===== src/rtl/uart_ctrl_pkg.sv =====
// Shared types and constants for the UART transmit path.
package uart_ctrl_pkg;

   typedef enum logic [1:0] {
      ST_IDLE      = 2'd0,
      ST_ISSUE     = 2'd1,
      ST_WAIT_DONE = 2'd2
   } tx_state_t;

   localparam int DEF_N_REQ       = 4;
   localparam int DEF_TIMEOUT_CYC = 4096;
   // Clocks per UART bit; the UART core uses the same value.
   localparam int UART_BIT_TAU    = 104;

endpackage


===== src/rtl/uart_tx_sched_if.sv =====
// Handshake between the transmit scheduler (master) and the UART core (slave).
interface uart_tx_sched_if;
   logic [7:0] uart_idata;
   logic       uart_newTxData;
   logic       uart_txBusy;

   modport master (output uart_idata, output uart_newTxData, input  uart_txBusy);
   modport slave  (input  uart_idata, input  uart_newTxData, output uart_txBusy);
endinterface


===== src/rtl/uart_rr_pick.sv =====
// Combinational round-robin picker: first set bit of (req & mask) at or after start.
module uart_rr_pick #(
   parameter  int N  = 4,
   localparam int IW = $clog2(N)
) (
   input  logic [N-1:0]  req,
   input  logic [N-1:0]  mask,
   input  logic [IW-1:0] start,
   output logic          found,
   output logic [IW-1:0] winner
);

   logic [IW-1:0] idx;

   always_comb begin
      found  = 1'b0;
      winner = '0;
      idx    = start;
      for (int i = 0; i < N; i++) begin
         if (!found && req[idx] && mask[idx]) begin
            found  = 1'b1;
            winner = idx;
         end
         idx = (idx == IW'(N - 1)) ? '0 : idx + 1'b1;
      end
   end

endmodule


===== src/rtl/uart_tx_sched.sv =====
// Shares one UART transmitter among N_REQ byte requesters: round-robin with
// per-requester lock, single-issue handshake against txBusy, issue timeout.
module uart_tx_sched
   import uart_ctrl_pkg::*;
#(
   parameter  int N_REQ       = DEF_N_REQ,
   parameter  int TIMEOUT_CYC = DEF_TIMEOUT_CYC,
   localparam int IW          = $clog2(N_REQ),
   localparam int TW          = $clog2(TIMEOUT_CYC)
) (
   input  logic                       clk,
   input  logic                       reset,
   input  logic [N_REQ-1:0]           req_valid,
   input  logic [N_REQ-1:0][7:0]      req_data,
   input  logic [N_REQ-1:0]           req_lock,
   output logic [N_REQ-1:0]           req_ready,
   uart_tx_sched_if.master            uart_bus,
   output logic [IW-1:0]              grant_id,
   output logic                       busy,
   output logic                       err_timeout,
   output logic [15:0]                tx_count
);

   tx_state_t     state;
   logic          lock_vld;
   logic [IW-1:0] lock_owner;
   logic [TW-1:0] tmo_cnt;

   logic               lock_active;
   logic [N_REQ-1:0]   pick_mask;
   logic [IW-1:0]      pick_start;
   logic               pick_found;
   logic [IW-1:0]      pick_idx;

   // A live lock narrows eligibility to its owner; everyone else stalls.
   always_comb begin
      lock_active = lock_vld && req_lock[lock_owner];
      pick_mask   = '1;
      if (lock_active) begin
         pick_mask             = '0;
         pick_mask[lock_owner] = 1'b1;
      end
      pick_start = (grant_id == IW'(N_REQ - 1)) ? '0 : grant_id + 1'b1;
   end

   uart_rr_pick #(.N(N_REQ)) u_pick (
      .req    (req_valid),
      .mask   (pick_mask),
      .start  (pick_start),
      .found  (pick_found),
      .winner (pick_idx)
   );

   always_ff @(posedge clk) begin
      if (reset) begin
         state                   <= ST_IDLE;
         req_ready               <= '0;
         uart_bus.uart_idata     <= '0;
         uart_bus.uart_newTxData <= 1'b0;
         grant_id                <= IW'(N_REQ - 1);
         busy                    <= 1'b0;
         err_timeout             <= 1'b0;
         tx_count                <= '0;
         lock_vld                <= 1'b0;
         lock_owner              <= '0;
         tmo_cnt                 <= '0;
      end else begin
         req_ready   <= '0;
         err_timeout <= 1'b0;
         case (state)
            ST_IDLE: begin
               if (lock_vld && !req_lock[lock_owner])
                  lock_vld <= 1'b0;
               if (pick_found) begin
                  uart_bus.uart_idata     <= req_data[pick_idx];
                  uart_bus.uart_newTxData <= 1'b1;
                  grant_id                <= pick_idx;
                  req_ready[pick_idx]     <= 1'b1;
                  busy                    <= 1'b1;
                  lock_vld                <= req_lock[pick_idx];
                  lock_owner              <= pick_idx;
                  tmo_cnt                 <= '0;
                  state                   <= ST_ISSUE;
               end
            end
            ST_ISSUE: begin
               // txBusy is checked first so a same-cycle expiry is not an error.
               if (uart_bus.uart_txBusy) begin
                  uart_bus.uart_newTxData <= 1'b0;
                  state                   <= ST_WAIT_DONE;
               end else if (tmo_cnt == TW'(TIMEOUT_CYC - 1)) begin
                  uart_bus.uart_newTxData <= 1'b0;
                  err_timeout             <= 1'b1;
                  lock_vld                <= 1'b0;
                  busy                    <= 1'b0;
                  state                   <= ST_IDLE;
               end else begin
                  tmo_cnt <= tmo_cnt + 1'b1;
               end
            end
            ST_WAIT_DONE: begin
               if (!uart_bus.uart_txBusy) begin
                  tx_count <= tx_count + 1'b1;
                  busy     <= 1'b0;
                  state    <= ST_IDLE;
               end
            end
            default: state <= ST_IDLE;
         endcase
      end
   end

endmodule


===== src/flat_wrapper.sv =====
// flat-port wrapper written by rule: the top's interface ports become plain ports
module uart_tx_sched_flat import uart_ctrl_pkg::*;
#(
   parameter  int N_REQ       = DEF_N_REQ,
   parameter  int TIMEOUT_CYC = DEF_TIMEOUT_CYC,
   localparam int IW          = $clog2(N_REQ),
   localparam int TW          = $clog2(TIMEOUT_CYC)
)
  (clk, reset, req_valid, req_data, req_lock, req_ready, grant_id, busy, err_timeout, tx_count, uart_bus_uart_idata, uart_bus_uart_newTxData, uart_bus_uart_txBusy);
  uart_tx_sched_if uart_bus_i ();
  input  logic clk;
  input  logic reset;
  input  logic [N_REQ-1:0] req_valid;
  input  logic [N_REQ-1:0][7:0] req_data;
  input  logic [N_REQ-1:0] req_lock;
  output logic [N_REQ-1:0] req_ready;
  output logic [IW-1:0] grant_id;
  output logic busy;
  output logic err_timeout;
  output logic [15:0] tx_count;
  output wire logic [$bits(uart_bus_i.uart_idata)-1:0] uart_bus_uart_idata;
  output wire logic [$bits(uart_bus_i.uart_newTxData)-1:0] uart_bus_uart_newTxData;
  input wire logic [$bits(uart_bus_i.uart_txBusy)-1:0] uart_bus_uart_txBusy;
  assign uart_bus_uart_idata = uart_bus_i.uart_idata;
  assign uart_bus_uart_newTxData = uart_bus_i.uart_newTxData;
  assign uart_bus_i.uart_txBusy = uart_bus_uart_txBusy;
  uart_tx_sched #(.N_REQ(N_REQ), .TIMEOUT_CYC(TIMEOUT_CYC)) u_core (.clk(clk), .reset(reset), .req_valid(req_valid), .req_data(req_data), .req_lock(req_lock), .req_ready(req_ready), .uart_bus(uart_bus_i), .grant_id(grant_id), .busy(busy), .err_timeout(err_timeout), .tx_count(tx_count));
endmodule

===== config.mk =====
export PLATFORM = sky130hd
export DESIGN_NAME = uart_tx_sched_flat
export DESIGN_NICKNAME = d
export VERILOG_FILES = /design/src/rtl/uart_ctrl_pkg.sv /design/src/rtl/uart_tx_sched_if.sv /design/src/rtl/uart_rr_pick.sv /design/src/rtl/uart_tx_sched.sv /design/src/flat_wrapper.sv
export SDC_FILE = /design/constraint.sdc
export NUM_CORES = 1
export LEC_CHECK = 0
export CORE_UTILIZATION = 45
export CTS_BUF_LIST = sky130_fd_sc_hd__clkbuf_8
export CTS_CLUSTER_DIAMETER = 30
export DETAILED_ROUTE_END_ITERATION = 10
export PLACE_DENSITY_LB_ADDON = 0.12
export SYNTH_ARGS = -nofsm -noshare
export SYNTH_HDL_FRONTEND = slang
export SYNTH_SLANG_ARGS = --single-unit

===== constraint.sdc =====
create_clock -name clk -period 2.44 [get_ports clk]
set_clock_uncertainty 0.2 [all_clocks]
set_input_delay 0.488 -clock clk [delete_from_list [all_inputs] [get_ports clk]]
set_output_delay 0.488 -clock clk [all_outputs]
set_load 0.1 [all_outputs]

==> metrics.csv <==
metric,value,unit
worstHoldStart,u_core.tmo_cnt[1],
post-route-period-util,104,%
critPathCaptureType,register,
antenna_found_initial,0,
internal_power,0.00266,W
final_area,4190,um2
place_congestion,0.872,
violations,negative setup slack,
clock-root-buffer,clkbuf_8,
nets,484,
cts_buffers,5,
critPathLaunch,req_valid[2],
crit_chain,clkdlybuf4s50_1 > and3b_1 > o31ai_2 > a21oi_2 > or3_4 > buf_12 > mux2_4 > o21ai_2,
layout_setup_ws,-0.0961,ns
vias,2707,
final_common_cell,buf_4,
dp_hpwl,5250,um
clk_pin_slew,0.09,ns
yosys_most_used_dff,dfxtp_1,
fp.dieH,81.2,um
routedWlPerCell,14.4,um
switchingPower,0.00235,W
crit_type,in2reg,
grt_pass1_vias,2437,
drt_wl_total,7330,um
critPathTopFamily,simple AND/OR/NAND/NOR gates,
total_power,0.00501,W
leakage,1.74,nW
final-setup-viol-count,17,
synth.avg_cell_area,8.75,um2
die_area,6600,um2
min_period,2.54,ns
postSynthCellCount,323,
synth_edf_count,0,
utilization,70.0,%
yosysTopAreaCell,dfxtp_1,
via_per_inst,5.31,
diodes,0,
grt.overflow.total,0,
rsz0062_at_grt,true,
grt_usage,21.9,%
p_per_area,1190,nW/um2
place_area,3910,um2
clkPwrFrac,9.6,%
row_count,28,
ant_nets,0,
cts_hold_buffers,0,
max_cap_violations,0,
finalHoldViolCount,0,
power_frac_comb,67.9,%
portBuffers,75,
clock_latency,0.31,ns
critical_path_buf_inv_count,2,
seq_power_share,22.5,%
start_util,47.2,%
core,5990,um2
firstDrtPassIters,4,
io_pins,76,
holdCritPathClass,reg2reg,
slew_viol_final,0,
max-vdd-ir-drop,0.788,mV
tightest_slew,0.515,ns
drtIter0Drc,130,
grt_max_degree,37,
yosysSeqAreaShare,35.4,%
status,finished with violations,
post-place-ws,-0.608,ns
layout_common_cells,"buf_4 (69), dfxtp_1 (45), nor2_1 (38)",
worstPathArrival,2.58,ns
drive_gt1_share,30.3,%
htreeDepth,2,
instances_no_fill,510,
critPathRequiredTime,2.49,ns
timing.fmax,0.394,GHz
worst-path-max-fanout,6,
start_kind,primary input,
yosysTopAreaCellShare,35.4,%
yosysWarnings,0,
crit_slowest_cell,clkdlybuf4s50_1,
drc,0,
areaGrowthSynthToFinish,48.4,%
synthesis.nets,373,
cts_sinks,50,
ctsLongestPathBuffers,2,
die_x,81.2,um
dp.cells,496,
cpPeakStageDelay,0.46,ns
synth.distinct_cells,56,
synth_seq_cells,50,
synth_area_leaders,"dfxtp_1 (35%), mux2i_1 (6.7%), nor2_1 (5.0%), nand2_1 (3.5%), xnor2_1 (3.4%)",
netlist_area,2830,um2
switching_share,46.9,%
nFillCells,487,
cts_tree,built,
async_flop_share,0,%
grt_pass1_wl,11200,um
slew_headroom,65.5,%
r2r_start,u_core.grant_id[0],
[cell type report]
class,instances,area [um2],share of cell area (%)
Timing Repair Buffer,120,1090,25.9
Multi-Input combinational cell,249,1890,45.0
Tap cell,75,93.8,2.24
Clock inverter,3,15.0,0.358
Inverter,8,30.0,0.716
Clock buffer,5,68.8,1.64
Sequential cell,50,1010,24.2
[worst register-to-register path, cell delays in order, from the launching register on]
cell,delay [ns]
dfxtp_4,0.37
ha_4,0.17
or2_4,0.25
a32o_2,0.32
nand2_4,0.08
o22ai_2,0.07
or3_4,0.40
buf_12,0.16
mux2_4,0.30
o21ai_2,0.14
[registers in the layout, indices dropped and copies added, names as in the netlist]
register                        flops
u_core.tx_count                    16
u_core.err_timeout                  1
u_core.lock_owner                   2
u_core.lock_vld                     1
u_core.uart_bus.uart_newTxData      1
u_core.uart_bus.uart_idata          8
u_core.busy                         1
u_core.tmo_cnt                     12
u_core.req_ready                    4
u_core.state                        2
u_core.grant_id                     2
[layer usage]
metal	global-route usage [%]	vias up	share of wire, %
met3	6.07	12	6.7
met4	6.79	0	1.8
li1	-	1374	-
met2	35.2	97	45
met5	0	-	0
met1	28.3	1224	46
[cells in the mapped netlist (2+ instances only)]
master / instances
dfxtp_1: 50
nor2_1: 38
nand2_1: 26
mux2i_1: 19
a21oi_1: 16
nor3_1: 14
xnor2_1: 11
clkbuf_1: 10
o21ai_0: 10
nand4_1: 9
or3_1: 9
inv_1: 8
nand3b_1: 8
xor2_1: 8
ha_1: 7
mux2_4: 5
nand3_1: 5
o21ai_2: 5
and3_1: 4
buf_2: 4
nand2b_1: 4
o21ai_1: 4
a32o_1: 3
mux2_1: 3
nor2b_1: 3
o211ai_1: 3
or2_2: 3
nand4b_1: 2
nor3b_1: 2
o22ai_1: 2
o31ai_1: 2
o32ai_1: 2
[cells by family (layout without fill, tap and decap cells)]
family / after synthesis / count (layout) / synth area share (%)
compound gates: 59 / 59 / 14.9
fa+ha+maj: 7 / 7 / 3.10
simple gates: 136 / 136 / 25.6
xor+xnor: 19 / 19 / 5.89
flops: 50 / 50 / 35.4
mux: 28 / 28 / 11.4
buf+inv: 24 / 136 / 3.76
[what timing repair did]
item,CTS,global route
pin swaps,5,10
cloned,1,1
buffers inserted,3,2
setup endpoints to repair,30,28
gates resized for setup,19,22
[path summary, 6_finish.rpt]
check,slack [ns],end,cells after the start
hold reg to reg,0.29,u_core.tmo_cnt[1],2
setup reg to reg,-0.09,u_core.uart_bus.uart_idata[6],9
hold / removal,0.29,u_core.tmo_cnt[1],2
setup / recovery,-0.1,u_core.uart_bus.uart_idata[6],8
[power groups by stage]
stage          combinational, W  sequential, W  clock (W)
2_1_floorplan           0.00141        0.00194          0
3_3_place_gp            0.00302        0.00111          0
3_5_place_dp            0.00303        0.00112          0
4_1_cts                 0.00319        0.00110   0.000489
5_1_grt                 0.00360        0.00115   0.000518
6_report                0.00340        0.00113   0.000479
[metrics by stage]
stage	hold slack, ns	TNS, ns
6_report	0.291	-0.638
5_1_grt	0.312	-2.47
4_1_cts	0.286	-0.393
3_5_place_dp	0.272	-15.14
3_3_place_gp	0.263	-15.27
2_1_floorplan	0.249	-1.54
(Power assumes the default switching activity.)
